==> config.mk <==
export PLATFORM = sky130hd
export DESIGN_NAME = frame_mem_arbiter
export DESIGN_NICKNAME = d
export VERILOG_FILES = /design/src/rtl/frame_mem_arbiter.sv
export SDC_FILE = /design/constraint.sdc
export NUM_CORES = 1
export LEC_CHECK = 0
export ABC_AREA = 0
export BUFFER_PORTS_ARGS = -buffer_cell sky130_fd_sc_hd__buf_2
export CORE_MARGIN = 5
export CORE_UTILIZATION = 45
export CTS_CLUSTER_SIZE = 20
export DETAILED_ROUTE_END_ITERATION = 12
export PLACE_DENSITY_LB_ADDON = 0.15
export SYNTH_ARGS = -nofsm -noshare
export SYNTH_HDL_FRONTEND = slang
export SYNTH_SLANG_ARGS = --single-unit
==> constraint.sdc <==
create_clock -name clk -period 5.4 [get_ports clk]
set_clock_uncertainty 0.2 [all_clocks]
set_input_delay 0.54 -clock clk [delete_from_list [all_inputs] [get_ports clk]]
set_output_delay 0.54 -clock clk [all_outputs]
set_load 0.01 [all_outputs]
==> src/rtl/frame_mem_arbiter.sv <==
// frame_mem_arbiter: grants the single frame-memory port to display reads or
// capture writes one burst at a time. Reads have priority; writes get a turn
// after STARVE_MAX consecutive reads. Burst addresses are generated here, and
// the display/capture buffers are swapped at frame boundaries.
module frame_mem_arbiter #(
  parameter int BURST_LEN   = 8,
  parameter int FRAME_WORDS = 345600,
  parameter int ADDR_W      = 20,
  parameter int STARVE_MAX  = 4
) (
  input  logic              clk,
  input  logic              reset,
  input  logic              frame_start,
  input  logic              rd_req,
  input  logic              wr_req,
  output logic              mem_cmd_valid,
  input  logic              mem_cmd_ready,
  output logic              mem_cmd_write,
  output logic [ADDR_W-1:0] mem_cmd_addr,
  input  logic              mem_beat,
  output logic              rd_grant,
  output logic              wr_grant,
  output logic              disp_buf,
  output logic              rd_done,
  output logic              wr_full
);

  localparam int OFF_W  = ADDR_W - 1;
  localparam int BEAT_W = $clog2(BURST_LEN);
  localparam int STV_W  = $clog2(STARVE_MAX + 1);

  localparam logic [OFF_W-1:0]  BURST_OFF  = OFF_W'(BURST_LEN);
  localparam logic [OFF_W-1:0]  FRAME_OFF  = OFF_W'(FRAME_WORDS);
  localparam logic [BEAT_W-1:0] BEAT_LAST  = BEAT_W'(BURST_LEN - 1);
  localparam logic [STV_W-1:0]  STARVE_TOP = STV_W'(STARVE_MAX);

  typedef enum logic [1:0] {IDLE, CMD, BURST} state_t;

  state_t              state_q, state_d;
  logic [OFF_W-1:0]    rd_addr_q, rd_addr_d;
  logic [OFF_W-1:0]    wr_addr_q, wr_addr_d;
  logic [STV_W-1:0]    starve_q, starve_d;
  logic [BEAT_W-1:0]   beat_q, beat_d;
  logic                pend_q, pend_d;
  logic                is_wr_q, is_wr_d;
  logic                disp_q, disp_d;
  logic                rd_done_q, rd_done_d;
  logic                wr_full_q, wr_full_d;
  logic                valid_q, valid_d;
  logic                write_q, write_d;
  logic [ADDR_W-1:0]   addr_q, addr_d;
  logic                rd_grant_q, rd_grant_d;
  logic                wr_grant_q, wr_grant_d;

  logic                wr_ok;
  logic [OFF_W-1:0]    rd_next, wr_next;

  // A write is only eligible while the capture buffer still has room.
  assign wr_ok   = wr_req & ~wr_full_q;
  assign rd_next = rd_addr_q + BURST_OFF;
  assign wr_next = wr_addr_q + BURST_OFF;

  // Next-state, arbitration, address generation and frame bookkeeping.
  always_comb begin
    // NOTE: every signal gets its hold value first, so no path through the
    // case statement can leave one unassigned and infer a latch.
    state_d    = state_q;
    rd_addr_d  = rd_addr_q;
    wr_addr_d  = wr_addr_q;
    starve_d   = starve_q;
    beat_d     = beat_q;
    pend_d     = pend_q | frame_start;
    is_wr_d    = is_wr_q;
    disp_d     = disp_q;
    rd_done_d  = rd_done_q;
    wr_full_d  = wr_full_q;
    valid_d    = valid_q;
    write_d    = write_q;
    addr_d     = addr_q;
    rd_grant_d = rd_grant_q;
    wr_grant_d = wr_grant_q;

    case (state_q)
      IDLE: begin
        if (pend_q) begin
          // Frame origin: restart the display fetch; swap buffers only when
          // the capture side has a complete frame ready.
          rd_addr_d = '0;
          rd_done_d = 1'b0;
          if (wr_full_q) begin
            disp_d    = ~disp_q;
            wr_addr_d = '0;
            wr_full_d = 1'b0;
          end
          pend_d = frame_start;
        end else if (rd_req & ~rd_done_q & ~(wr_ok & (starve_q == STARVE_TOP))) begin
          state_d    = CMD;
          is_wr_d    = 1'b0;
          valid_d    = 1'b1;
          write_d    = 1'b0;
          addr_d     = {disp_q, rd_addr_q};
          rd_grant_d = 1'b1;
          beat_d     = '0;
          if (wr_ok) starve_d = (starve_q == STARVE_TOP) ? starve_q : starve_q + 1'b1;
          else       starve_d = '0;
        end else if (wr_ok) begin
          state_d    = CMD;
          is_wr_d    = 1'b1;
          valid_d    = 1'b1;
          write_d    = 1'b1;
          addr_d     = {~disp_q, wr_addr_q};
          wr_grant_d = 1'b1;
          beat_d     = '0;
          starve_d   = '0;
        end
      end
      CMD: begin
        if (mem_cmd_ready) begin
          state_d = BURST;
          valid_d = 1'b0;
        end
      end
      BURST: begin
        if (mem_beat) begin
          if (beat_q == BEAT_LAST) begin
            state_d    = IDLE;
            beat_d     = '0;
            rd_grant_d = 1'b0;
            wr_grant_d = 1'b0;
            if (is_wr_q) begin
              wr_addr_d = wr_next;
              if (wr_next == FRAME_OFF) wr_full_d = 1'b1;
            end else begin
              rd_addr_d = rd_next;
              if (rd_next == FRAME_OFF) rd_done_d = 1'b1;
            end
          end else begin
            beat_d = beat_q + 1'b1;
          end
        end
      end
      default: state_d = IDLE;
    endcase
  end

  // State register; reset returns everything to idle with buffer 0 displayed.
  always_ff @(posedge clk or posedge reset) begin
    if (reset) begin
      state_q    <= IDLE;
      rd_addr_q  <= '0;
      wr_addr_q  <= '0;
      starve_q   <= '0;
      beat_q     <= '0;
      pend_q     <= 1'b0;
      is_wr_q    <= 1'b0;
      disp_q     <= 1'b0;
      rd_done_q  <= 1'b0;
      wr_full_q  <= 1'b0;
      valid_q    <= 1'b0;
      write_q    <= 1'b0;
      addr_q     <= '0;
      rd_grant_q <= 1'b0;
      wr_grant_q <= 1'b0;
    end else begin
      // NOTE: non-blocking assignments so every flop samples pre-edge values.
      state_q    <= state_d;
      rd_addr_q  <= rd_addr_d;
      wr_addr_q  <= wr_addr_d;
      starve_q   <= starve_d;
      beat_q     <= beat_d;
      pend_q     <= pend_d;
      is_wr_q    <= is_wr_d;
      disp_q     <= disp_d;
      rd_done_q  <= rd_done_d;
      wr_full_q  <= wr_full_d;
      valid_q    <= valid_d;
      write_q    <= write_d;
      addr_q     <= addr_d;
      rd_grant_q <= rd_grant_d;
      wr_grant_q <= wr_grant_d;
    end
  end

  assign mem_cmd_valid = valid_q;
  assign mem_cmd_write = write_q;
  assign mem_cmd_addr  = addr_q;
  assign rd_grant      = rd_grant_q;
  assign wr_grant      = wr_grant_q;
  assign disp_buf      = disp_q;
  assign rd_done       = rd_done_q;
  assign wr_full       = wr_full_q;

endmodule

==> flow_metrics.tcl <==
set metrics [dict create \
    endpoint_kind "flip-flop" \
    fp.dieW_um 103 \
    htree_levels 3 \
    yosys_warnings 0 \
    period_minus_slack_ns 2.64 \
    ctsHoldBuffers 0 \
    fin_ws_ns 2.76 \
    setup_viol 0 \
    grt_pass1_wl_mm 15.6 \
    clock-sinks 65 \
    fmax_mhz 379 \
    vias_per_cell 5.85 \
    cts_inserted_buffers 9 \
    async_flop_share_pct 100 \
    drtIter0Drc 183 \
    wl_mm 9.31 \
    instances_no_fill 552 \
    final_antenna_net_count 0 \
    synth_cell_types 60 \
    root_buffer "clkbuf_8" \
    drive_gt1_share_pct 14.8 \
    grt_usage_pct 18.7 \
    yosysMostFrequentCell "o21ai_0" \
    rows 33 \
    critical_path_class "flip-flop to flip-flop" \
    syn2layout_area_growth_pct 8.07 \
    post_cts_buffers 0 \
    clk_path_buf_depth 2 \
    hold_violations 0 \
    synth_seq_cells 65 \
    grt_setup_unrepaired "no" \
    initial_utilization_pct 46.5 \
    ys_seq_area_share_pct 42.2 \
    synthFlopType "dfrtp_1" \
    slew_violations 0 \
    final_nets 455 \
    grt_max_degree 66 \
    max_slew_margin_pct 23.1 \
    holdPathStages 2 \
    cts_tree "built" \
    gp_congestion 0.858 \
    hp-class "input port to flip-flop" \
    gr-total-overflow 0 \
    fin_area_mm2 0.00417 \
    place_area_mm2 0.00395 \
    place_inst 536 \
    io_pins 34 \
    yosys.area.top_type "dfrtp_1" \
    hold-path-endpoint "pend_q" \
    synth_cells 432 \
    antenna_found_initial 0 \
    syn-cell-area_mm2 0.00386 \
    die-area_mm2 0.0105 \
    port_buffers 30 \
    clk_latency_ns 0.34 \
    synth_top_area_share_pct 42.2 \
    finalSetupTns_ns 0 \
    worstSetupStartpointType "flip-flop" \
    clkSlewWorstSetupHoldPaths_ns 0.07 \
    n_antenna_cell 0 \
    critPathRequiredTime_ns 5.46 \
    grt_pass1_vias 3088 \
    finalCritPeriodShare_pct 48.8 \
    worst_r2r_path_depth 6 \
    powerDensity_mw_per_mm2 300 \
    timing.rr.end "rd_addr_q[12]" \
    peakVddDrop_mv 0.225 \
    report.power.total_uw 1250 \
    post-place-ws_ns 2.81 \
    wire_per_inst_um 16.9 \
    arrival_ns 2.70 \
    crit_fanout 20 \
    drcViolationCount 0 \
    synth-edff-count 0 \
    tightest_slew_ns 1.15 \
    syn_area_per_cell_um2 8.93 \
    p_leak_uw 0.00182 \
    hpwlAfterDp_mm 6.39 \
    cap_violations 0 \
    rrSetupSlack_ns 2.76 \
    vias 3227 \
    yosys-top-cells-count "o21ai_0, dfrtp_1, nand2_1, nor2_1, mux2i_1" \
    first_pass_iters 7 \
    core-area_mm2 0.00830 \
    ctsResizeCount 0 \
    yosys-top-cells-area "dfrtp_1, o21ai_0, nand2_1" \
    outcome "complete, no violations" \
    die_y_um 103 \
    r2r-start "beat_q[0]" \
    hold_start "frame_start" \
]
-- worst max-delay path by stage --
stage	to	slack, ns	start	cells past startpoint
final	rd_addr_q[12]	2.76	beat_q[0]	6
after global routing	starve_q[2]	2.51	state_q[1]	4
after CTS	rd_addr_q[12]	2.79	beat_q[0]	6
after detailed placement	rd_addr_q[12]	2.81	beat_q[0]	6
after global placement	rd_addr_q[12]	2.89	beat_q[0]	6
after floorplan	beat_q[0]	3.03	reset	1
-- state kept, by name, summed over array words and instances (netlist names) --
signal,count
rd_addr_q,16
wr_addr_q,16
state_q,2
starve_q,3
rd_grant,1
mem_cmd_write,1
disp_buf,1
pend_q,1
beat_q,3
wr_grant,1
rd_done,1
mem_cmd_addr,17
mem_cmd_valid,1
wr_full,1
-- critical path, cell delays in order, from the launching register on --
cell	delay, ns
dfrtp_1	0.39
ha_1	0.16
ha_1	0.24
and4b_1	0.38
nand2_1	0.43
or4_1	0.63
o21ai_1	0.12
-- cells by family (layout without fill, tap and decap cells) --
logic type	count (synthesis)	in the layout	share of synthesized area [%]
and+or+nand+nor	164	164	22.6
AOI/OAI and AO/OA	123	123	19.7
xor gates and xnor gates	8	8	1.82
buffers and inverters	45	58	6.45
adders and majority gates	6	6	1.95
other	1	3	0.0972
muxes	20	20	5.25
DFF	65	65	42.2
-- final cells by class --
cell class | instances | area (µm²)
Inverter | 10 | 37.5
Tap cell | 105 | 131
Timing Repair Buffer | 32 | 165
Clock buffer | 9 | 124
Multi-Input combinational cell | 324 | 1990
Fill cell | 786 | 4130
Sequential cell | 65 | 1630
Clock inverter | 7 | 95.1
-- layer usage --
layer / wire length [µm] / vias to the layer above / global-route usage [%]
li1: - / 1576 / -
met2: 4290 / 101 / 29.5
met3: 454 / 12 / 3.59
met1: 4440 / 1538 / 26.1
met4: 126 / 0 / 6.16
met5: 0 / - / 0
-- stage by stage --
stage	hold WS [ns]	utilization, %
final	0.183	50.2
after global routing	0.184	50.2
after CTS	0.176	50.2
after detailed placement	0.266	47.6
after global placement	0.258	47.6
after floorplan	0.275	-
-- report_power, final --
group          switching [µW]  internal (µW)  leakage (µW)
Clock                     197            260      0.000109
Sequential               58.2            525      0.000883
Combinational             139           74.8      0.000824
Total                     394            859       0.00182
-- cells in the final DEF (no fill, tap or decap), types with 10 or more instances in the layout --
| master | Yosys | layout |
|---|---|---|
| nor2_1 | 24 | 24 |
| buf_2 | 13 | 30 |
| nand2_1 | 54 | 54 |
| a31oi_1 | 10 | 10 |
| nand3_1 | 16 | 16 |
| mux2i_1 | 18 | 18 |
| nand4_1 | 12 | 12 |
| o21ai_0 | 67 | 67 |
| dfrtp_1 | 65 | 65 |
No activity file was read; power rests on OpenSTA's default activity.
